**src/rtl/axis_arb_pkg.sv**
```systemverilog
// Shared types and constants for the AXI-Stream packet arbiter.
package axis_arb_pkg;

  // Arbiter FSM states
  typedef enum logic [1:0] {
    IDLE = 2'd0,
    XFER = 2'd1,
    GAP  = 2'd2
  } arb_state_t;

  localparam int AXI_WIDTH_DEF = 8;
  localparam int GAP_CNT_W     = 8;
  localparam int MAX_SRC       = 8;

  // Binary index of a one-hot vector (OR of the indices of the set bits).
  function automatic logic [2:0] onehot_to_idx(input logic [MAX_SRC-1:0] oh);
    logic [2:0] idx;
    idx = 3'd0;
    for (int i = 0; i < MAX_SRC; i++) begin
      idx = idx | (oh[i] ? 3'(i) : 3'd0);
    end
    return idx;
  endfunction

endpackage

```
**src/rtl/axis_arb_pick.sv**
```systemverilog
// Combinational winner selection for the packet arbiter.
// Default: round-robin search starting at 'start'.
// AXIS_ARB_STRICT_PRIO_EN defined: lowest requesting index wins, 'start' ignored.
module axis_arb_pick #(
  parameter int NUM_SRC = 2,
  parameter int IDX_W   = 1
) (
  input  logic [NUM_SRC-1:0] req,
  input  logic [IDX_W-1:0]   start,
  output logic [NUM_SRC-1:0] winner,
  output logic               found
);

`ifdef AXIS_ARB_STRICT_PRIO_EN
  logic [IDX_W-1:0] unused_start_s;
  assign unused_start_s = start;

  // Isolate the lowest set request bit
  always_comb begin
    winner = req & (NUM_SRC'(0) - req);
    found  = |req;
  end
`else
  logic [2*NUM_SRC-1:0] dbl_s;
  logic [2*NUM_SRC-1:0] rot_s;
  logic [NUM_SRC-1:0]   rot_req_s;
  logic [NUM_SRC-1:0]   iso_s;
  logic [2*NUM_SRC-1:0] back_s;

  // Rotate so 'start' sits at bit 0, take lowest set bit, rotate back
  always_comb begin
    dbl_s     = {req, req};
    rot_s     = dbl_s >> start;
    rot_req_s = rot_s[NUM_SRC-1:0];
    iso_s     = rot_req_s & (NUM_SRC'(0) - rot_req_s);
    back_s    = {iso_s, iso_s} << start;
    winner    = back_s[2*NUM_SRC-1:NUM_SRC];
    found     = |req;
  end
`endif

endmodule

```
**src/rtl/axis_pkt_arbiter.sv**
```systemverilog
// Packet-granular AXI-Stream arbiter: NUM_SRC sources share one egress.
// A grant is held from first beat to the last beat, followed by GAP_CYCLES
// idle cycles. Round-robin selection by default; define
// AXIS_ARB_STRICT_PRIO_EN for fixed lowest-index-wins priority.
module axis_pkt_arbiter
  import axis_arb_pkg::*;
#(
  parameter int NUM_SRC    = 2,
  parameter int AXI_WIDTH  = AXI_WIDTH_DEF,
  parameter int GAP_CYCLES = 2
) (
  input  logic                         clk,
  input  logic                         reset,
  input  logic [NUM_SRC*AXI_WIDTH-1:0] s_axis_data,
  input  logic [NUM_SRC-1:0]           s_axis_valid,
  input  logic [NUM_SRC-1:0]           s_axis_last,
  output logic [NUM_SRC-1:0]           s_axis_ready,
  output logic [AXI_WIDTH-1:0]         m_axis_data,
  output logic                         m_axis_valid,
  output logic                         m_axis_last,
  input  logic                         m_axis_ready,
  output logic [NUM_SRC-1:0]           grant,
  output logic                         busy
);

  localparam int IDX_W    = (NUM_SRC > 2) ? $clog2(NUM_SRC) : 1;
  localparam int GAP_LOAD = (GAP_CYCLES > 0) ? (GAP_CYCLES - 1) : 0;
  localparam logic [IDX_W-1:0] LAST_IDX = IDX_W'(NUM_SRC - 1);

  arb_state_t           state_r, state_nxt_s;
  logic [NUM_SRC-1:0]   grant_r, grant_nxt_s;
  logic [IDX_W-1:0]     last_owner_r, last_owner_nxt_s;
  logic [GAP_CNT_W-1:0] gap_cnt_r, gap_cnt_nxt_s;
  logic [IDX_W-1:0]     start_s;
  logic [IDX_W-1:0]     owner_idx_s;
  logic [IDX_W-1:0]     win_idx_s;
  logic [NUM_SRC-1:0]   win_s;
  logic                 found_s;
  logic                 hs_s;

  // Search begins one past the previous owner, wrapping at NUM_SRC
  assign start_s = (last_owner_r == LAST_IDX) ? {IDX_W{1'b0}} : (last_owner_r + IDX_W'(1));

  assign owner_idx_s = IDX_W'(onehot_to_idx(MAX_SRC'(grant_r)));
  assign win_idx_s   = IDX_W'(onehot_to_idx(MAX_SRC'(win_s)));

  axis_arb_pick #(
    .NUM_SRC (NUM_SRC),
    .IDX_W   (IDX_W)
  ) u_pick (
    .req    (s_axis_valid),
    .start  (start_s),
    .winner (win_s),
    .found  (found_s)
  );

  // Egress mux: pass-through from the owner only while transferring
  always_comb begin
    m_axis_data  = {AXI_WIDTH{1'b0}};
    m_axis_valid = 1'b0;
    m_axis_last  = 1'b0;
    s_axis_ready = {NUM_SRC{1'b0}};
    if (state_r == XFER) begin
      m_axis_data  = s_axis_data[owner_idx_s*AXI_WIDTH +: AXI_WIDTH];
      m_axis_valid = s_axis_valid[owner_idx_s];
      m_axis_last  = s_axis_last[owner_idx_s];
      s_axis_ready = grant_r & {NUM_SRC{m_axis_ready}};
    end else begin
      m_axis_data  = {AXI_WIDTH{1'b0}};
      m_axis_valid = 1'b0;
      m_axis_last  = 1'b0;
      s_axis_ready = {NUM_SRC{1'b0}};
    end
  end

  assign hs_s = m_axis_valid & m_axis_ready;

  // Next-state logic: arbitrate in IDLE, hold until last beat, then idle gap
  always_comb begin
    state_nxt_s      = state_r;
    grant_nxt_s      = grant_r;
    last_owner_nxt_s = last_owner_r;
    gap_cnt_nxt_s    = gap_cnt_r;
    case (state_r)
      IDLE: begin
        if (found_s) begin
          state_nxt_s      = XFER;
          grant_nxt_s      = win_s;
          last_owner_nxt_s = win_idx_s;
        end else begin
          state_nxt_s = IDLE;
        end
      end
      XFER: begin
        if (hs_s && m_axis_last) begin
          grant_nxt_s   = {NUM_SRC{1'b0}};
          gap_cnt_nxt_s = GAP_CNT_W'(GAP_LOAD);
          state_nxt_s   = (GAP_CYCLES > 0) ? GAP : IDLE;
        end else begin
          state_nxt_s = XFER;
        end
      end
      GAP: begin
        if (gap_cnt_r == {GAP_CNT_W{1'b0}}) begin
          state_nxt_s = IDLE;
        end else begin
          gap_cnt_nxt_s = gap_cnt_r - GAP_CNT_W'(1);
        end
      end
      default: begin
        state_nxt_s = IDLE;
        grant_nxt_s = {NUM_SRC{1'b0}};
      end
    endcase
  end

  // State, grant, round-robin pointer and gap counter registers
  always_ff @(posedge clk or posedge reset) begin
    if (reset) begin
      state_r      <= IDLE;
      grant_r      <= {NUM_SRC{1'b0}};
      last_owner_r <= LAST_IDX;
      gap_cnt_r    <= {GAP_CNT_W{1'b0}};
    end else begin
      state_r      <= state_nxt_s;
      grant_r      <= grant_nxt_s;
      last_owner_r <= last_owner_nxt_s;
      gap_cnt_r    <= gap_cnt_nxt_s;
    end
  end

  assign grant = grant_r;
  assign busy  = (state_r != IDLE);

endmodule

```
**config.mk**
```make
export PLATFORM = sky130hd
export DESIGN_NAME = axis_pkt_arbiter
export DESIGN_NICKNAME = d
export VERILOG_FILES = /design/src/rtl/axis_arb_pkg.sv /design/src/rtl/axis_arb_pick.sv /design/src/rtl/axis_pkt_arbiter.sv
export SDC_FILE = /design/constraint.sdc
export NUM_CORES = 1
export LEC_CHECK = 0
export BUFFER_PORTS_ARGS = -buffer_cell sky130_fd_sc_hd__buf_2
export CAP_MARGIN = 20
export CELL_PAD_IN_SITES_DETAIL_PLACEMENT = 2
export CELL_PAD_IN_SITES_GLOBAL_PLACEMENT = 2
export CORE_MARGIN = 10
export CORE_UTILIZATION = 26
export DETAILED_ROUTE_END_ITERATION = 8
export GPL_TIMING_DRIVEN = 0
export PLACE_DENSITY = 0.76
export REMOVE_ABC_BUFFERS = 1
export SLEW_MARGIN = 30
export SYNTH_ARGS = -nofsm -noshare
export SYNTH_HDL_FRONTEND = slang
export SYNTH_SLANG_ARGS = --single-unit
export TNS_END_PERCENT = 100
```
**constraint.sdc**
```tcl
create_clock -name clk -period 2.25 [get_ports clk]
set_input_delay 0.3375 -clock clk [delete_from_list [all_inputs] [get_ports clk]]
set_output_delay 0.3375 -clock clk [all_outputs]
set_load 0.005 [all_outputs]
```
# After elaboration in Yosys (flattened, before gate mapping)
# Cells that the tools add are included.
# totals
reg_bits	13
latch_bits	0
ramBits	0
rom_bits	0
inputBits	23
wordCells	51
mem_count	0
# op_classes
add_sub_neg	3
n_mul	0
div	0
n_lt_le_gt_ge	1
eq_ne	6
n_shift	3
n_mux	21
n_bitwise	4
n_reduce_logical	9
# ops
cell	n
8-bit 2-to-1 mux	3
8-bit one-hot mux with 2 select lines	1
16-bit by 5-bit indexed part select with 8-bit output	1
2-bit one-hot mux with 3 select lines	2
1-bit 2-to-1 mux	10
2-bit 2-to-1 mux	5
8-bit zero test	1
8-bit by 1-bit subtractor with 8-bit output, second input constant	1
2-bit != test, second input constant	3
3-bit AND reduction	2
2-bit AND	2
2-bit nonzero test	2
4-bit by 1-bit << shifter with 4-bit output	1
4-bit by 1-bit right shift with 2-bit output	1
2-bit by 1-bit equality test with 1-bit output, second input constant	1
2-bit equality test, second input constant	1
2-bit zero test	1
1-bit by 2-bit less-than comparator with 1-bit output, second input constant	1
2-bit by 1-bit != test with 1-bit output, second input constant	1
2-bit AND reduction	1
2-bit OR reduction	1
1-bit by 2-bit subtractor with 2-bit output, first input constant	1
1-bit adder, second input constant	1
1-bit AND	1
2 further kinds	2

# Depth between registers and ports, before layout
# Gate-level depths: netlist of the first run.
# logic_depth
ltp_word	8
ltp_mapped	7
ltp_nobuf	7

# Cells and area by module
# From an unflattened synthesis of the first run, not the netlist that was laid out.
# hier_totals
hier_cells	111
area_unflattened_um2	1002.2
# by_module_without_submodules
module	instances	cells_per_inst	area_each_um2	seq_area_each_um2
axis_pkt_arbiter	1	107	977.2	326.6
axis_arb_pick	1	4	25.0	0.0

# Worst setup path before layout of the first run
# Ideal clock, no wire load.
# synth_timing
path_kind	register -> register
start	register gap_cnt_r[0]
end	register gap_cnt_r[7]
setup_time_ns	0.126
t_arrival_ns	1.441
path_slack_ns	0.683
stages_incl_launch_ff	7
path_buffers	0
synth_period_minus_slack_ns	1.567
cell_sequence	dfrtp_1 > inv_1 > ha_1 > nor4b_2 > a21oi_2 > nor2_2 > a221o_1
# synth_via
elab_chain_cells	3
word_cells_on_any_way	6
classes_between	1 x add/sub; 1 x eq/ne; 2 x mux; 2 x reduce/logical
# synth_rtl
element	line_no	source
start, declared	axis_pkt_arbiter.sv:33	logic [GAP_CNT_W-1:0] gap_cnt_r, gap_cnt_nxt_s;
start signal, assigned	axis_pkt_arbiter.sv:123	gap_cnt_r <= {GAP_CNT_W{1'b0}};
start signal, assigned	axis_pkt_arbiter.sv:128	gap_cnt_r <= gap_cnt_nxt_s;
8-bit by 1-bit subtractor with 8-bit output or 8-bit zero test (tied branches)	axis_pkt_arbiter.sv:107, axis_pkt_arbiter.sv:104	
8-bit 2-to-1 mux or 2-bit != test (tied branches)	--	
8-bit one-hot mux with 2 select lines or 3-bit AND reduction (tied branches)	--	
# Several ways; a longest one is shown, not always the timed one. The select of a mux whose other input is x is not followed.
# A chain may end at the register's enable or synchronous reset.

# Worst setup path after layout of the first run
# layout_timing
start	register grant_r[1], in the netlist grant[1]
end	output m_axis_last
# layout_via
elab_chain_cells	4
# layout_rtl
element	line_no	source
start, declared	axis_pkt_arbiter.sv:31	logic [NUM_SRC-1:0] grant_r, grant_nxt_s;
start signal, assigned	axis_pkt_arbiter.sv:121	grant_r <= {NUM_SRC{1'b0}};
start signal, assigned	axis_pkt_arbiter.sv:126	grant_r <= grant_nxt_s;
1-bit 2-to-1 mux	axis_arb_pkg.sv:20	idx = idx | (oh[i] ? 3'(i) : 3'd0);
1-bit 2-to-1 mux (not written as such) (2 in series)	axis_pkt_arbiter.sv:66	m_axis_last = s_axis_last[owner_idx_s];
1-bit 2-to-1 mux	axis_pkt_arbiter.sv:63	if (state_r == XFER) begin
end, declared	axis_pkt_arbiter.sv:20	output logic m_axis_last,
# No other way between the ends. The select of a mux whose other input is x is not followed.

==> out/metrics.yaml, run 1 <==
status: "finished clean"
clk_pin_slew_ns: 0.08
syn_avg_cell_area_um2: 9.031
cp_slowest_stage_delay_ns: 0.75
worst_pin_slew_ns: 0.6266
synth-edff-count: 0
clkLatencyLatePin_ns: 0.29
nets: 164
worstHoldPathType: "input pin to asynchronous set/reset pin"
post_cts_buffers: 0
period_needed_ns: 1.998
slew_headroom: 0.5823
power.share.clock: 0.115
hold_buffers: 0
antenna_found_initial: 0
grt_start_max_net_pins: 15
crit_fanout: 14
synthFlopType: "dfrtp_1"
cp.required_ns: 1.91
numCtsBuffers: 3
end_kind: "output port"
pwr-share-seq: 0.362
grt_pass1_vias: 990
synth_seq_cells: 13
grt-ovfl-total: 0
synth_cell_types: 41
pin_count: 38
drtAntennaViolNets: 0
start_util: 0.2712
slew_violations: 0
grt_pass1_wl_um: 5030
cts_tree: "yes"
maxCapViolCount: 0
synth_area_leaders: "dfrtp_1, mux2i_1, nor2_1, inv_1, dfstp_2"
cts_root_buffer: "clkbuf_4"
yosysSeqAreaShare: 0.3580
fin_crit_sh: 0.8881
worst_path_max_delay_cell: "dfrtp_1"
netlist.area_leader.share: 0.3292
area_growth_pct: 27.16
fin_util: 0.3449
num_vias: 887
wl_um: 3053
ys_async_sr_fraction: 1.000
hpwlAfterDp_um: 2539
firstDrtPassIters: 2
drc_errors: 0
dieWidth_um: 79.23
critPathBufInv: 1
skew_ns: 0.002920
antennaDiodeCount: 0
p_int_mw: 0.7223
drive_gt1_frac: 0.3696
finalSetupViolations: 0
critical_path.cell_chain: "mux2i_1 -> nor2_1 -> buf_2"
crit_arrival_ns: 1.66
port_buffers: 37
yosysWarnings: 0
p_switching_mw: 0.6030
gp_congestion: 0.7411
grtUsageTotal: 0.1002
via_per_inst: 4.821
crit_type: "register to output port"
p_total_mw: 1.325
hold_violations: 0
syn_inst: 101
syn_area_um2: 912.1
synth_largest_area_cell: "dfrtp_1"
cts.sinks: 13
htreeDepth: 1
p_sw_frac: 0.4550
synthMostInstantiatedCell: "nor2_1"
num_rows: 21
leakage_nw: 0.5714
design.die.area_um2: 6277
ys_top_cells_by_count: "nor2_1, dfrtp_1, mux2i_1"
core-area_um2: 3363
rsz0062_at_grt: "no"
cts_resized: 0
fp.dieH_um: 79.23
powerDensity_nw_per_um2: 1143
startpoint_type: "register"
cp_top_family: "flip-flops"
finalSetupTns_ns: 0
first_iter_violations: 6
fillCellCount: 407
wire_per_inst_um: 16.59
ir_drop_mv: 0.4229
combPwrFrac: 0.524
clock.fmax_mhz: 500.5
cts_max_path_buffers: 2
-- routing by layer --
layer	part of all wire	global-route usage	vias to the layer above
met5	0	0	-
met4	0.019	0.02867	0
met3	0.063	0.04279	6
met2	0.53	0.1811	23
met1	0.39	0.1026	429
li1	-	-	429
-- stage by stage --
| stage | instances | setup WS [ns] | cell area [um2] | hold WS [ns] |
|---|---|---|---|---|
| after floorplan | 97 | 0.5244 | 890.9 | 0.2137 |
| after CTS | 184 | 0.2116 | 1160 | 0.09368 |
| final | 184 | 0.2519 | 1160 | 0.08243 |
| after detailed placement | 180 | 0.2133 | 1134 | 0.4147 |
| after global routing | 184 | 0.08538 | 1160 | 0.1009 |
| after global placement | 180 | 0.3046 | 1134 | 0.3925 |
-- state kept, by name, indices dropped and copies added, names as in the netlist --
register / count
grant: 2
last_owner_r: 1
state_r: 2
gap_cnt_r: 8
-- power by group through the flow --
| stage | Clock, mW | Combinational, mW | Sequential, mW |
|---|---|---|---|
| after detailed placement | 0 | 0.705 | 0.485 |
| after CTS | 0.159 | 0.710 | 0.481 |
| after global routing | 0.172 | 0.786 | 0.503 |
| final | 0.152 | 0.694 | 0.479 |
| after global placement | 0 | 0.663 | 0.478 |
| after floorplan | 0 | 0.456 | 0.448 |
-- layout make-up --
class                           count  area, um2  share of cell area
Timing Repair Buffer               37      185.2              0.1597
Inverter                            9      33.78             0.02913
Multi-Input combinational cell     75      530.5              0.4574
Sequential cell                    13      326.6              0.2816
Tap cell                           46      57.56             0.04962
Clock buffer                        4      26.28             0.02265
-- cells by family after synthesis --
kind of cell             count (synthesis)  synth area share
AO/OA/AOI/OAI                           20            0.1673
adder cells (fa/ha/maj)                  2           0.02743
buffers and inverters                   13           0.06035
flip-flops                              13            0.3580
multiplexers                            11            0.1207
AND/OR/NAND/NOR                         42            0.2661
-- final timing paths --
check                                     start      endpoint  slack (ns)  cells after the start
worst max-delay path                   grant[1]   m_axis_last        0.25                      3
worst min-delay path                      reset    state_r[1]        0.08                      2
worst max register to register         grant[1]  gap_cnt_r[7]        0.25                      4
worst min register to register     last_owner_r  last_owner_r        0.53                      2
max in group asynchronous                 reset  last_owner_r        1.80                      2
min in group clk                s_axis_valid[0]      grant[0]        0.40                      3
-- layout by cell type (no fill, tap or decap), types with 2 or more instances in the layout --
cell	n
nor3_1	4
nand2_1	4
o22ai_1	2
ha_1	2
buf_2	37
nor2_1	18
clkbuf_4	3
inv_1	8
mux2i_1	11
and3_1	2
dfrtp_1	12
o21a_1	2
a21oi_1	4
a21o_1	2
Note: power is estimated with default switching activity, not from simulation.
==> inputs of run 2 (changes only) <==
ABC_AREA = 1   (was default)
CORE_UTILIZATION = 24   (was 26)
==> out/metrics.yaml, run 2 <==
status: "finished clean"
cts_tree: "yes"
clkLatencyLatePin_ns: 0.25  # -0.04 ns
start_util: 0.2452  # -0.02603
finalSetupTns_ns: 0  # unchanged
drive_gt1_frac: 0.3313  # -0.03832
hpwlAfterDp_um: 2595  # +2.2%
grt_pass1_wl_um: 5395  # +7.3%
synth-edff-count: 0  # unchanged
port_buffers: 37  # unchanged
yosysSeqAreaShare: 0.3666  # +0.008548
hold_buffers: 0  # unchanged
cp.required_ns: 1.91  # about the same
syn_area_um2: 890.9  # -2.3%
slew_headroom: 0.6612  # +0.07890
htreeDepth: 1  # unchanged
cts_max_path_buffers: 2  # unchanged
crit_fanout: 15  # +1
hold_violations: 0  # unchanged
area_growth_pct: 30.90
grt-busiest-layer: "met2"
wire_per_inst_um: 14.72  # -11%
rrSetupSlack_ns: 0.68  # +0.43 ns
fillCellCount: 467  # +15%
end_kind: "output port"
rr_worst_depth: 7  # +3
r2r-end: "grant[1]"
crit_type: "register to output port"
antennaDiodeCount: 0  # unchanged
grtUsageTotal: 0.1043  # +0.004119
leakage_nw: 0.6277  # +9.9%
slew_violations: 0  # unchanged
num_rows: 22  # +4.8%
synthMostInstantiatedCell: "nand2_1"
startpoint_type: "register"
clock.fmax_mhz: 546.5  # +9.2%
critical_path.cell_chain: "nand2_1 -> o21ai_1 -> and2_1 -> buf_2"
fin_crit_sh: 0.8133  # -0.07476
drtAntennaViolNets: 0  # unchanged
nets: 186  # +13%
skew_ns: 0.002694  # -0.0002252 ns
syn_avg_cell_area_um2: 7.302  # -19%
worst_pin_slew_ns: 0.5076  # -0.1189 ns
cts_root_buffer: "clkbuf_8"
gp_congestion: 0.7888  # +6.4%
num_vias: 943  # +6.3%
finalSetupViolations: 0  # unchanged
regMostFlops: "gap_cnt_r"
cts.sinks: 13  # unchanged
post_cts_buffers: 0  # unchanged
synth_largest_area_cell: "dfrtp_1"
numCtsBuffers: 3  # unchanged
design.die.area_um2: 6549  # +4.3%
fp.dieH_um: 80.93  # +2.1%
cp_slowest_stage_delay_ns: 0.63  # -0.12 ns
use_met1: 0.1148  # +0.01215
netlist.area_leader.share: 0.3371  # +0.007861
antenna_found_initial: 0  # unchanged
core-area_um2: 3633  # +8.0%
ys_async_sr_fraction: 1.000  # unchanged
met3_usage: 0.02318  # -0.01961
use_met2: 0.1895  # +0.008414
dieWidth_um: 80.93  # +2.1%
maxCapViolCount: 0  # unchanged
firstDrtPassIters: 4  # +2
largest_register_ffs: 8  # unchanged
wl_um: 3061  # +0.26%
rsz0062_at_grt: "no"
ys_top_cells_by_count: "nand2_1, inv_1, dfrtp_1"
synth_area_leaders: "dfrtp_1, nand2_1, inv_1, a21oi_1, nand3_1"
synth_seq_cells: 13  # unchanged
first_iter_violations: 39  # +33
clk_pin_slew_ns: 0.06  # -0.02 ns
period_needed_ns: 1.830  # -0.1682 ns
cts_resized: 0  # unchanged
worstHoldPathType: "input pin to asynchronous set/reset pin"
pin_count: 38  # unchanged
worst_path_max_delay_cell: "dfrtp_1"
yosysWarnings: 0  # unchanged
syn_inst: 122  # +21%
ir_drop_mv: 0.4430  # +4.7%
grt_start_max_net_pins: 16  # +1
final_common_cell: "buf_2"
synthFlopType: "dfrtp_1"
grt-ovfl-total: 0  # unchanged
synth_cell_types: 27  # -34%
crit_arrival_ns: 1.49  # -0.17 ns
layout_common_cells: "buf_2, nand2_1, inv_1, dfrtp_1"
powerDensity_nw_per_um2: 1159  # +1.4%
fin_util: 0.3209  # -0.02393
drc_errors: 0  # unchanged
grt_pass1_vias: 1055  # +6.6%
via_per_inst: 4.534  # -6.0%
r2r-start: "grant[1]"
run 2: cell types whose count changed after synthesis, moves of 5 or more:
cell / change
nand2_1: +32
mux2i_1: -11
nor2_1: -9
nand3_1: +8
inv_1: +6
a21oi_1: +5
run 2: stage by stage:
stage                     hold WS, ns  cell area [um2]  power [mW]  std cells  setup WS, ns
after floorplan                0.2137            874.6      0.8695        119        0.9465
after global placement         0.3862             1120       1.117        204        0.6682
after detailed placement       0.3990             1120       1.162        204        0.6384
after CTS                      0.1287             1166       1.390        208        0.3727
after global routing           0.1453             1166       1.514        208        0.2467
final                          0.1067             1166       1.351        208        0.4201
run 2: report_power, final:
part / total, mW / internal, mW / leakage [nW] / switching, mW
registers: 0.405 / 0.321 / 0.167 / 0.0837
logic: 0.730 / 0.279 / 0.436 / 0.451
clock network: 0.216 / 0.123 / 0.0255 / 0.0932
run 2: worst max-delay path by stage:
stage	slack, ns	endpoint	startpoint
finish	0.42	m_axis_valid	grant[1]
global route	0.25	m_axis_valid	grant[1]
CTS	0.37	m_axis_valid	grant[1]
detailed placement	0.64	grant[1]	grant[1]
global placement	0.67	m_axis_valid	grant[1]
floorplan	0.95	grant[1]	grant[1]
run 2: worst max-delay path, delay by kind of cell, from the launching register on:
family,cells,cell delay (ns)
flip-flops,1,0.63
AO/OA/AOI/OAI,1,0.22
buffers and inverters,1,0.11
AND/OR/NAND/NOR,2,0.28
run 2: final cells by class:
type / instances / area [um2] / area share
clock buffers: 3 / 41.29 / 0.03541
clock inverters: 1 / 5.005 / 0.004292
inverters: 16 / 60.06 / 0.05150
multi-input cells: 90 / 488.0 / 0.4185
flip-flops and latches: 13 / 326.6 / 0.2800
well taps: 48 / 60.06 / 0.05150
repair buffers: 37 / 185.2 / 0.1588
run 2: kinds of logic after synthesis:
logic type / share of synthesized area
buf+inv: 0.08567
simple gates: 0.3258
compound gates: 0.1447
fa+ha+maj: 0.02809
xor+xnor: 0.04916
flops: 0.3666
run 2: metal layers:
| layer | share of wire | vias to the layer above |
|---|---|---|
| met5 | 0 | - |
| met4 | 0.012 | 0 |
| met3 | 0.034 | 4 |
| met2 | 0.54 | 17 |
| met1 | 0.41 | 459 |
| li1 | - | 463 |
==> inputs of run 3 (changes only) <==
ABC_AREA = 0   (was 1)
PLACE_DENSITY = 0.74   (was 0.76)
clock period = 1.6 ns   (was 2.25 ns; I/O delays follow)
==> out/metrics.yaml, run 3 (synthesized netlist as in run 1, its figures left out) <==
maxCapViolCount: 0  # unchanged
drc_errors: 0  # unchanged
skew_ns: 0.0007969  # -0.001897 ns
regMostFlops: "gap_cnt_r"
startpoint_type: "register"
finalSetupViolations: 3  # +3
setup_ws_ns: -0.05125  # -0.4713 ns
crit_type: "register to register"
num_vias: 962  # +2.0%
cts_tree: "yes"
stdcell_count: 201  # -3.4%
p_total_mw: 2.457  # +82%
clkLatencyLatePin_ns: 0.25  # about the same
pin_count: 38  # unchanged
fp.dieH_um: 81.65  # +0.90%
nets: 179  # -3.8%
htreeDepth: 1  # unchanged
worst_pin_slew_ns: 0.5460  # +0.03832 ns
first_iter_violations: 18  # -54%
end_kind: "register"
dp_cells: 182  # -11%
wire_per_inst_um: 17.27  # +17%
final_common_cell: "buf_2"
grtUsageTotal: 0.1054  # +0.001089
hold_buffers: 0  # unchanged
leakage_nw: 0.6779  # +8.0%
grt_start_max_net_pins: 14  # -2
antenna_found_initial: 0  # unchanged
status: "finished, violations left"
cts_root_buffer: "clkbuf_8"
drtAntennaViolNets: 0  # unchanged
largest_register_ffs: 8  # unchanged
via_per_inst: 4.786  # +5.6%
hpwlAfterDp_um: 2551  # -1.7%
worstHoldPathType: "input pin to asynchronous set/reset pin"
failed_checks: "negative setup slack"
grt_pass1_vias: 1080  # +2.4%
fin_util: 0.3975  # +0.07653
grt-ovfl-total: 0  # unchanged
clock.fmax_mhz: 605.6
hold_violations: 0  # unchanged
fillCellCount: 406  # -13%
cp.required_ns: 1.73  # -0.18 ns
cts.sinks: 13  # unchanged
firstDrtPassIters: 3  # -1
wl_um: 3472  # +13%
dieWidth_um: 81.65  # +0.90%
ir_drop_mv: 0.6660  # +50%
slew_headroom: 0.6356  # -0.02557
layout_common_cells: "buf_2, nor2_1, buf_4, mux2i_1, dfrtp_1"
period_needed_ns: 1.651
whs_ns: 0.02774  # -0.07892 ns
rrSetupSlack_ns: -0.05  # -0.73 ns
antennaDiodeCount: 0  # unchanged
fin_crit_sh: 1.032
rsz0062_at_grt: "yes"
start_util: 0.2491  # +0.003967
clk_pin_slew_ns: 0.06  # about the same
port_buffers: 37  # unchanged
drive_gt1_frac: 0.5556  # +0.2243
finalSetupTns_ns: -0.1107  # -0.1107 ns
core-area_um2: 3661  # +0.76%
cts_max_path_buffers: 2  # unchanged
gp_congestion: 0.7584  # -3.9%
numCtsBuffers: 3  # unchanged
slew_violations: 0  # unchanged
design.die.area_um2: 6667  # +1.8%
area_growth_pct: 59.53
crit_fanout: 5  # -10
powerDensity_nw_per_um2: 1688  # +46%
crit_arrival_ns: 1.78  # +0.29 ns
num_rows: 22  # unchanged
grt_pass1_wl_um: 5575  # +3.3%
-- run 3: cell count changes in the layout (fill, tap and decap cells not counted), moves of 7 or more --
cell / delta
nand3_1: -8
a21oi_1: -7
mux2i_1: +9
nor2_1: +9
buf_4: +10
inv_1: -8
nand2_1: -32
-- run 3: cell type report --
type,count,area (um2),area share
Sequential cell,13,335.3,0.2304
Inverter,9,41.29,0.02837
Timing Repair Buffer,52,316.6,0.2175
Tap cell,48,60.06,0.04127
Clock buffer,4,45.04,0.03095
Multi-Input combinational cell,75,656.9,0.4514
-- run 3: power by group --
group | leakage [nW] | internal [mW] | switching (mW)
clock network | 0.0228 | 0.176 | 0.127
registers | 0.160 | 0.480 | 0.250
logic | 0.495 | 0.749 | 0.673
-- run 3: final timing paths --
path	depth (start not counted)	startpoint	endpoint
setup / recovery	4	grant[1]	gap_cnt_r[7]
hold / removal	2	reset	gap_cnt_r[6]
setup reg to reg	4	grant[1]	gap_cnt_r[7]
hold reg to reg	1	state_r[1]	state_r[0]
max in group asynchronous	2	reset	grant[1]
min in group clk	3	s_axis_valid[0]	grant[0]
-- run 3: per-stage QoR --
| stage | setup slack [ns] | instance area (um2) |
|---|---|---|
| 2_1_floorplan | -0.1256 | 890.9 |
| 3_3_place_gp | -0.3380 | 1136 |
| 3_5_place_dp | -0.4268 | 1136 |
| 4_1_cts | -0.04899 | 1386 |
| 5_1_grt | -0.1368 | 1455 |
| 6_report | -0.05125 | 1455 |
-- run 3: routing by layer --
layer / vias to the layer above / track usage / share of wire
li1: 464 / - / -
met1: 461 / 0.1159 / 0.41
met2: 34 / 0.1951 / 0.49
met3: 3 / 0.02948 / 0.089
met4: 0 / 0.02551 / 0.0066
met5: - / 0 / 0
-- run 3: critical path: stages, from the launching register on --
cell and delay, ns:
dfrtp_4 0.53, mux2i_4 0.22, nor4_4 0.33, nor2_4 0.09, a221o_1 0.36
-- run 3: repair_timing --
item	in CTS	in global routing
setup buffers	13	2
pin swaps	9	4
resized for setup	23	15
endpoints found under the setup margin	23	21
